[src/rtl/hazard_ctrl.sv]
// Pipeline hazard unit: operand forwarding, load-use stall, branch flush and
// sequencing of a fixed-latency multi-cycle (mul/div) execute-stage operation.
module hazard_ctrl #(
  parameter int MD_LAT = 32
) (
  input  logic        clk,
  input  logic        reset,
  input  logic [4:0]  Rs1D,
  input  logic [4:0]  Rs2D,
  input  logic [4:0]  Rs1E,
  input  logic [4:0]  Rs2E,
  input  logic [4:0]  RdE,
  input  logic [1:0]  ResultSrcE,
  input  logic [4:0]  RdM,
  input  logic [4:0]  RdW,
  input  logic        RegWriteM,
  input  logic        RegWriteW,
  input  logic        PCSrcE,
  input  logic        MdReqE,
  output logic [1:0]  ForwardAE,
  output logic [1:0]  ForwardBE,
  output logic        StallF,
  output logic        StallD,
  output logic        StallE,
  output logic        FlushD,
  output logic        FlushE,
  output logic        BubbleM,
  output logic        MdStart,
  output logic        MdDone,
  output logic [31:0] StallCount
);

  typedef enum logic [1:0] {IDLE, RUN, DONE} state_t;

  localparam logic [5:0] CNT_LOAD = 6'(MD_LAT - 2);

  state_t      state_reg;
  logic [5:0]  cnt_reg;
  logic [31:0] stall_cnt_reg;
  logic        lw_stall;
  logic        md_start;
  logic        md_busy;

  // Memory stage wins over writeback: it holds the younger value.
  always_comb begin
    ForwardAE = 2'b00;
    if (RegWriteM && RdM != 5'd0 && RdM == Rs1E)      ForwardAE = 2'b10;
    else if (RegWriteW && RdW != 5'd0 && RdW == Rs1E) ForwardAE = 2'b01;
    ForwardBE = 2'b00;
    if (RegWriteM && RdM != 5'd0 && RdM == Rs2E)      ForwardBE = 2'b10;
    else if (RegWriteW && RdW != 5'd0 && RdW == Rs2E) ForwardBE = 2'b01;
  end

  assign lw_stall = (ResultSrcE == 2'b01) && (RdE != 5'd0) &&
                    ((Rs1D == RdE) || (Rs2D == RdE));

  // Reset gating keeps the start pulse quiet while the FSM is held in IDLE.
  assign md_start = reset && (state_reg == IDLE) && MdReqE;
  assign md_busy  = md_start || (state_reg == RUN);

  always_comb begin
    StallF  = md_busy | lw_stall;
    StallD  = md_busy | lw_stall;
    StallE  = md_busy;
    BubbleM = md_busy;
    FlushD  = !md_busy && PCSrcE;
    FlushE  = !md_busy && (lw_stall || PCSrcE);
    MdStart = md_start;
    MdDone  = (state_reg == DONE);
  end

  assign StallCount = stall_cnt_reg;

  always_ff @(posedge clk or negedge reset) begin
    if (!reset) begin
      state_reg     <= IDLE;
      cnt_reg       <= 6'd0;
      stall_cnt_reg <= 32'd0;
    end else begin
      if (StallD && stall_cnt_reg != 32'hFFFF_FFFF)
        stall_cnt_reg <= stall_cnt_reg + 32'd1;
      case (state_reg)
        IDLE: begin
          if (MdReqE) begin
            cnt_reg   <= CNT_LOAD;
            // With MD_LAT=2 there are no RUN cycles: start, then DONE.
            state_reg <= (CNT_LOAD == 6'd0) ? DONE : RUN;
          end
        end
        RUN: begin
          cnt_reg <= cnt_reg - 6'd1;
          // DONE is entered on the edge where cnt reaches zero, giving
          // MD_LAT-2 RUN cycles between the start cycle and DONE.
          if (cnt_reg == 6'd1) state_reg <= DONE;
        end
        DONE:    state_reg <= IDLE;
        default: state_reg <= IDLE;
      endcase
    end
  end

endmodule

[config.mk]
export PLATFORM = sky130hd
export DESIGN_NAME = hazard_ctrl
export DESIGN_NICKNAME = d
export VERILOG_FILES = /design/src/rtl/hazard_ctrl.sv
export SDC_FILE = /design/constraint.sdc
export NUM_CORES = 1
export LEC_CHECK = 0
export ABC_CLOCK_PERIOD_IN_PS = 2780
export CORE_MARGIN = 2
export CORE_UTILIZATION = 46
export CTS_BUF_LIST = sky130_fd_sc_hd__clkbuf_4
export CTS_CLUSTER_SIZE = 28
export DETAILED_ROUTE_END_ITERATION = 8
export PLACE_DENSITY = 0.83
export SLEW_MARGIN = 25
export SYNTH_ARGS = -nofsm -noshare
export SYNTH_HDL_FRONTEND = slang
export SYNTH_SLANG_ARGS = --single-unit
[constraint.sdc]
create_clock -name clk -period 2.78 [get_ports clk]
set_clock_uncertainty 0.2 [all_clocks]
set_input_delay 0.417 -clock clk [delete_from_list [all_inputs] [get_ports clk]]
set_output_delay 0.417 -clock clk [all_outputs]
set_load 0.005 [all_outputs]
After elaboration in Yosys (flattened, before gate mapping):

Index checks and enable logic that the tools add are counted.

* output and inout bits: 44
* word-level logic and storage cells: 52
* flip-flop bits (word level): 40
* input bits: 43

* add/sub/neg operators: 2
* reductions and logical operators: 24
* muxes and demuxes: 9
* equal/unequal tests: 13
* bitwise logic cells: 1

Operators by type and width (count)
* $add A32 B1 Y32 const B: 1
* $ne A32 B32 Y1 const B: 1
* $eq A5 B5 Y1: 6
* $reduce_bool A5 Y1: 3
* $logic_and A1 B1 Y1: 13
* $pmux W6 S2: 1
* $mux W2: 4
* $eq A6 B1 Y1 const B: 1
* $mux W6: 1
* $sub A6 B1 Y6 const B: 1
* $eq A2 B1 Y1 const B: 2
* $pmux W2 S2: 1
* $reduce_and A2 Y1: 2
* $logic_or A1 B1 Y1: 3
* $eq A2 B2 Y1 const B: 1
* $logic_not A2 Y1: 1
* $mux W1: 2
* $ne A2 B1 Y1 const B: 1
* $ne A2 B2 Y1 const B: 1
* $reduce_bool A2 Y1: 1
* $logic_not A1 Y1: 1
* $or A1 B1 Y1: 1

Depth between registers and ports, before layout:

Gate-level depths: netlist of the first run.

* depth after elaboration: 6
* gate-level depth with buffers: 8
* mapped depth without buffers: 7

Worst setup path after synthesis of the first run:

No wires, ideal clock.

* path kind: input to output
* start point: input port RdM[1]
* end point: output port ForwardAE[0]
* required time: 2.163 ns
* cell stages on the path: 4
* arrival: 1.544 ns
* path buffers: 0
* slack: 0.619 ns
* cell sequence: or4_1 o21ai_0 nor4_1 nor4_1

* word-level cells in the longest chain between the ends: 4
* elaborated cells on any way between the ends: 5
* those cells by class: 1 x eq/ne; 1 x mux; 3 x reduce/logical

Ends and longest elaborated chain
* from (decl): line 14 `input logic [4:0] RdM,`
* $reduce_bool A5 Y1: line 47 `if (RegWriteM && RdM != 5'd0 && RdM == Rs1E) ForwardAE = 2'b10;`
* $logic_and A1 B1 Y1: line 47
* $logic_and A1 B1 Y1 (*): line 47
* $mux W2 (*): line 47
* to (decl): line 20 `output logic [1:0] ForwardAE,`

Every way passes the cells marked *; elsewhere a longest branch is shown, timed or not.

Worst setup path in the final report of the first run:

* start point: input port RdM[4]
* end point: output port ForwardBE[0]

* word-level cells in the longest chain between the ends: 4
* elaborated cells on any way between the ends: 5
* those cells by class: 1 x eq/ne; 1 x mux; 3 x reduce/logical

Ends and longest elaborated chain
* $reduce_bool A5 Y1: line 50 `if (RegWriteM && RdM != 5'd0 && RdM == Rs2E) ForwardBE = 2'b10;`
* $logic_and A1 B1 Y1: line 50
* $logic_and A1 B1 Y1 (*): line 50
* $mux W2 (*): line 50
* to (decl): line 21 `output logic [1:0] ForwardBE,`

Marks and branches as above.

==> results.sh, run 1 <==
export IMPL_numCtsBuffers=5
export IMPL_hold_viol=0
export IMPL_synthAdderAreaFrac_pct=1.566
export IMPL_fin_nets=407
export IMPL_drive_gt1_share_pct=16.85
export IMPL_synth_xor_area_share_pct=22.29
export IMPL_synthMuxAreaShare_pct=0.6263
export IMPL_final_common_cell="clkdlybuf4s50_1"
export IMPL_cp_required_ns=2.16
export IMPL_grt_max_degree=41
export IMPL_cap_viol_max_count=0
export IMPL_synth_top_cell_area_share_pct=41.75
export IMPL_path_cells="clkdlybuf4s50_1 -> or4_4 -> o21ai_2 -> buf_4 -> nor4_4 -> nor4_2 -> buf_2"
export IMPL_synth_main_ff_cell="dfrtp_1"
export IMPL_synth_top_family_by_area="simple AND/OR/NAND/NOR gates"
export IMPL_fill_cells=398
export IMPL_synth_area_per_cell_sq_um=9.947
export IMPL_antenna_found_initial=0
export IMPL_synthSimpleGateAreaFrac_pct=26.72
export IMPL_avgRoutedWirePerCell_microns=15.13
export IMPL_slowest_stage="clkdlybuf4s50_1"
export IMPL_syn_nets=287
export IMPL_clockRootBuffer="clkbuf_4"
export IMPL_syn_inst=241
export IMPL_final_area_sq_um=3675
export IMPL_setup_worst_path_class="in2out"
export IMPL_yosys_warnings=0
export IMPL_htree_levels=2
export IMPL_place_ws_ns=-0.4562
export IMPL_gp_congestion=0.8261
export IMPL_grt_overflow_total=0
export IMPL_vias=2313
export IMPL_cp_max_fo=2
export IMPL_chipWidth_microns=76.19
export IMPL_cts_sinks=40
export IMPL_drv_slew=0
export IMPL_yosys_top_cells_area="dfrtp_1, xnor2_1, xor2_1"
export IMPL_drc=0
export IMPL_ant_nets=0
export IMPL_first_pass_iters=4
export IMPL_p_int_w=0.001220
export IMPL_design_power_total_w=0.001887
export IMPL_combPwrFrac_pct=41.3
export IMPL_swShare_pct=35.33
export IMPL_final_cell_mix="clkdlybuf4s50_1, dfrtp_1, xnor2_1, buf_4, xor2_1"
export IMPL_postLayoutSetupSlackWorst_ns=0.09407
export IMPL_critPathMaxStageDelay_ns=0.45
export IMPL_cp_num_buf_inv=3
export IMPL_synth_async_sr_flop_share_pct=100.0
export IMPL_dr_first_iter_drc_count=110
export IMPL_worstHoldPathType="reg2reg"
export IMPL_grt_total_usage_pct=23.30
export IMPL_p_clk_share_pct=15.6
export IMPL_clk_pin_slew_ns=0.12
export IMPL_outcome="complete, no violations"
export IMPL_dieArea_sq_um=5805
export IMPL_setup_worst_path_start_class="primary input"
export IMPL_rsz0062_at_grt="false"
export IMPL_start_util_pct=47.24
export IMPL_switching_power_w=0.0006666
export IMPL_insertedDiodeCount=0
export IMPL_ys_seq_area_share_pct=41.75
export IMPL_synth_area_sq_um=2397
export IMPL_setup_violations=0
export IMPL_final_period_utilization_pct=96.62
export IMPL_die_height_microns=76.19
export IMPL_p_leak_nw=1.569
export IMPL_fin_util_pct=72.41
export IMPL_fin_crit_ns=2.686
export IMPL_arrival_ns=2.07
export IMPL_tightest_slew_ns=0.6226
export IMPL_largest_reg_flops=32
export IMPL_rows=26
export IMPL_finalWirelength_microns=6537
export IMPL_cp_end_kind="output pin"
export IMPL_io_pins=87
export IMPL_synth_edf_count=0
export IMPL_seqPwrFrac_pct=43.2
export IMPL_ys_ff_latch=40
export IMPL_grt_pass1_wl_microns=10930
export IMPL_drt_vias_per_instance=5.354
export IMPL_peakVddDrop_v=0.0003813
export IMPL_synth_compound_area_share_pct=4.697
export IMPL_grt_pass1_vias=2375
export IMPL_critical_path_top_delay_family="buffers and inverters"
export IMPL_placed_area_sq_um=3510
export IMPL_area_growth_pct=53.29
export IMPL_io_buffer_count=86
export IMPL_p_per_area_nw_per_um2=513.5
export IMPL_slew_headroom_pct=58.45
export IMPL_cts_tree="done"
export IMPL_yosysTopAreaCell="dfrtp_1"
export IMPL_clk_path_buf_depth=2
export IMPL_worstSkewPairLatency_ns=0.35
export IMPL_synth_cell_types=36
export IMPL_dp_hpwl_microns=5171
export IMPL_core_area_sq_um=5075
export IMPL_fmax_mhz=372.3
==> final cells by class <==
cell class	instances	area, sq um	area share, %
multi-input cells	192	1411	38.41
repair buffers	118	1104	30.03
flip-flops and latches	40	1001	27.24
well taps	70	87.58	2.383
clock buffers	6	45.04	1.226
inverters	4	15.01	0.4086
clock inverters	2	11.26	0.3064
==> synth_stat cells, drive strengths merged (2+ instances only) <==
master,instances
nor4,8
or4,5
nand3,19
ha,3
nor3,6
xnor2,36
dfrtp,40
nand2,14
and3,10
buf,5
and4,3
nor2b,3
nand4,18
o21ai,8
and2,5
inv,4
xor2,25
a21oi,2
nor2,16
==> repair_timing <==
| action | 4_1_cts | 5_1_grt |
|---|---|---|
| resized for setup | 30 | 6 |
| endpoints found under the hold margin | 40 | 0 |
| endpoints found under the setup margin | 7 | 5 |
| hold buffers | 2 | 0 |
| buffers inserted | 2 | 0 |
| pin swaps | 9 | 3 |
==> per-stage QoR <==
stage          TNS (ns)  hold WS (ns)  std cells
2_1_floorplan         0      -0.07859        241
3_3_place_gp     -4.225        0.2835        420
3_5_place_dp     -6.470        0.2913        420
4_1_cts               0        0.3079        432
5_1_grt               0        0.3321        432
6_report              0        0.3000        432
==> final timing paths <==
kind	start	endpoint	slack (ns)	cells past startpoint
min in group asynchronous	reset	StallCount[6]	0.54	4
max reg2reg	StallCount[0]	StallCount[26]	0.23	8
min	StallCount[15]	StallCount[15]	0.30	1
min reg2reg	StallCount[15]	StallCount[15]	0.30	1
max	RdM[4]	ForwardBE[0]	0.09	7
max in group asynchronous	reset	StallCount[29]	1.65	4
==> per-layer routing <==
layer / share of wire, % / GRT usage, % / vias up / routed length (microns)
met4: 1.9 / 7.636 / 0 / 127
met3: 7.2 / 6.043 / 13 / 470
met1: 37 / 26.09 / 1107 / 2434
li1: - / - / 1103 / -
met5: 0 / 0 / - / 0
met2: 54 / 43.04 / 90 / 3504
==> worst register-to-register path: stages, from the launching register on <==
cell	delay, ns
dfrtp_1	0.45
ha_1	0.26
nand4_1	0.13
nor4_2	0.08
a32o_2	0.27
nor2_2	0.48
buf_4	0.26
nand4_1	0.14
xnor2_1	0.16
==> power groups by stage <==
stage | Combinational (W) | Clock, W | Sequential, W
3_5_place_dp | 0.000769 | 0 | 0.000819
2_1_floorplan | 0.000404 | 0 | 0.000800
6_report | 0.000778 | 0.000294 | 0.000815
3_3_place_gp | 0.000734 | 0 | 0.000813
5_1_grt | 0.000846 | 0.000322 | 0.000830
4_1_cts | 0.000786 | 0.000303 | 0.000810
==> logic make-up (layout without fill, tap and decap cells) <==
group	after synthesis	count (layout)
flops	40	40
simple gates	110	110
fa+ha+maj	3	3
xor+xnor	61	61
compound gates	17	17
buf+inv	9	130
mux	1	1
Power figures use the tool's default switching activity.
==> run 2, diff against run 1 <==
--- a/config.mk
+++ b/config.mk
@@ -9,7 +9,7 @@
 export CORE_MARGIN = 2
 export CORE_UTILIZATION = 46
 export CTS_BUF_LIST = sky130_fd_sc_hd__clkbuf_4
-export CTS_CLUSTER_SIZE = 28
+export CTS_CLUSTER_SIZE = 10
 export DETAILED_ROUTE_END_ITERATION = 8
 export PLACE_DENSITY = 0.83
 export SLEW_MARGIN = 25
==> results of run 2 <==
The final DEF is identical to that of run 1; final timing and power are the same.
==> run 3, diff against run 2 <==
--- a/config.mk
+++ b/config.mk
@@ -9,6 +9,7 @@
 export CORE_MARGIN = 2
 export CORE_UTILIZATION = 46
 export CTS_BUF_LIST = sky130_fd_sc_hd__clkbuf_4
+export CTS_CLUSTER_DIAMETER = 120
 export CTS_CLUSTER_SIZE = 10
 export DETAILED_ROUTE_END_ITERATION = 8
 export PLACE_DENSITY = 0.83
==> results of run 3 <==
The final DEF is identical to that of run 1; final timing and power are the same.
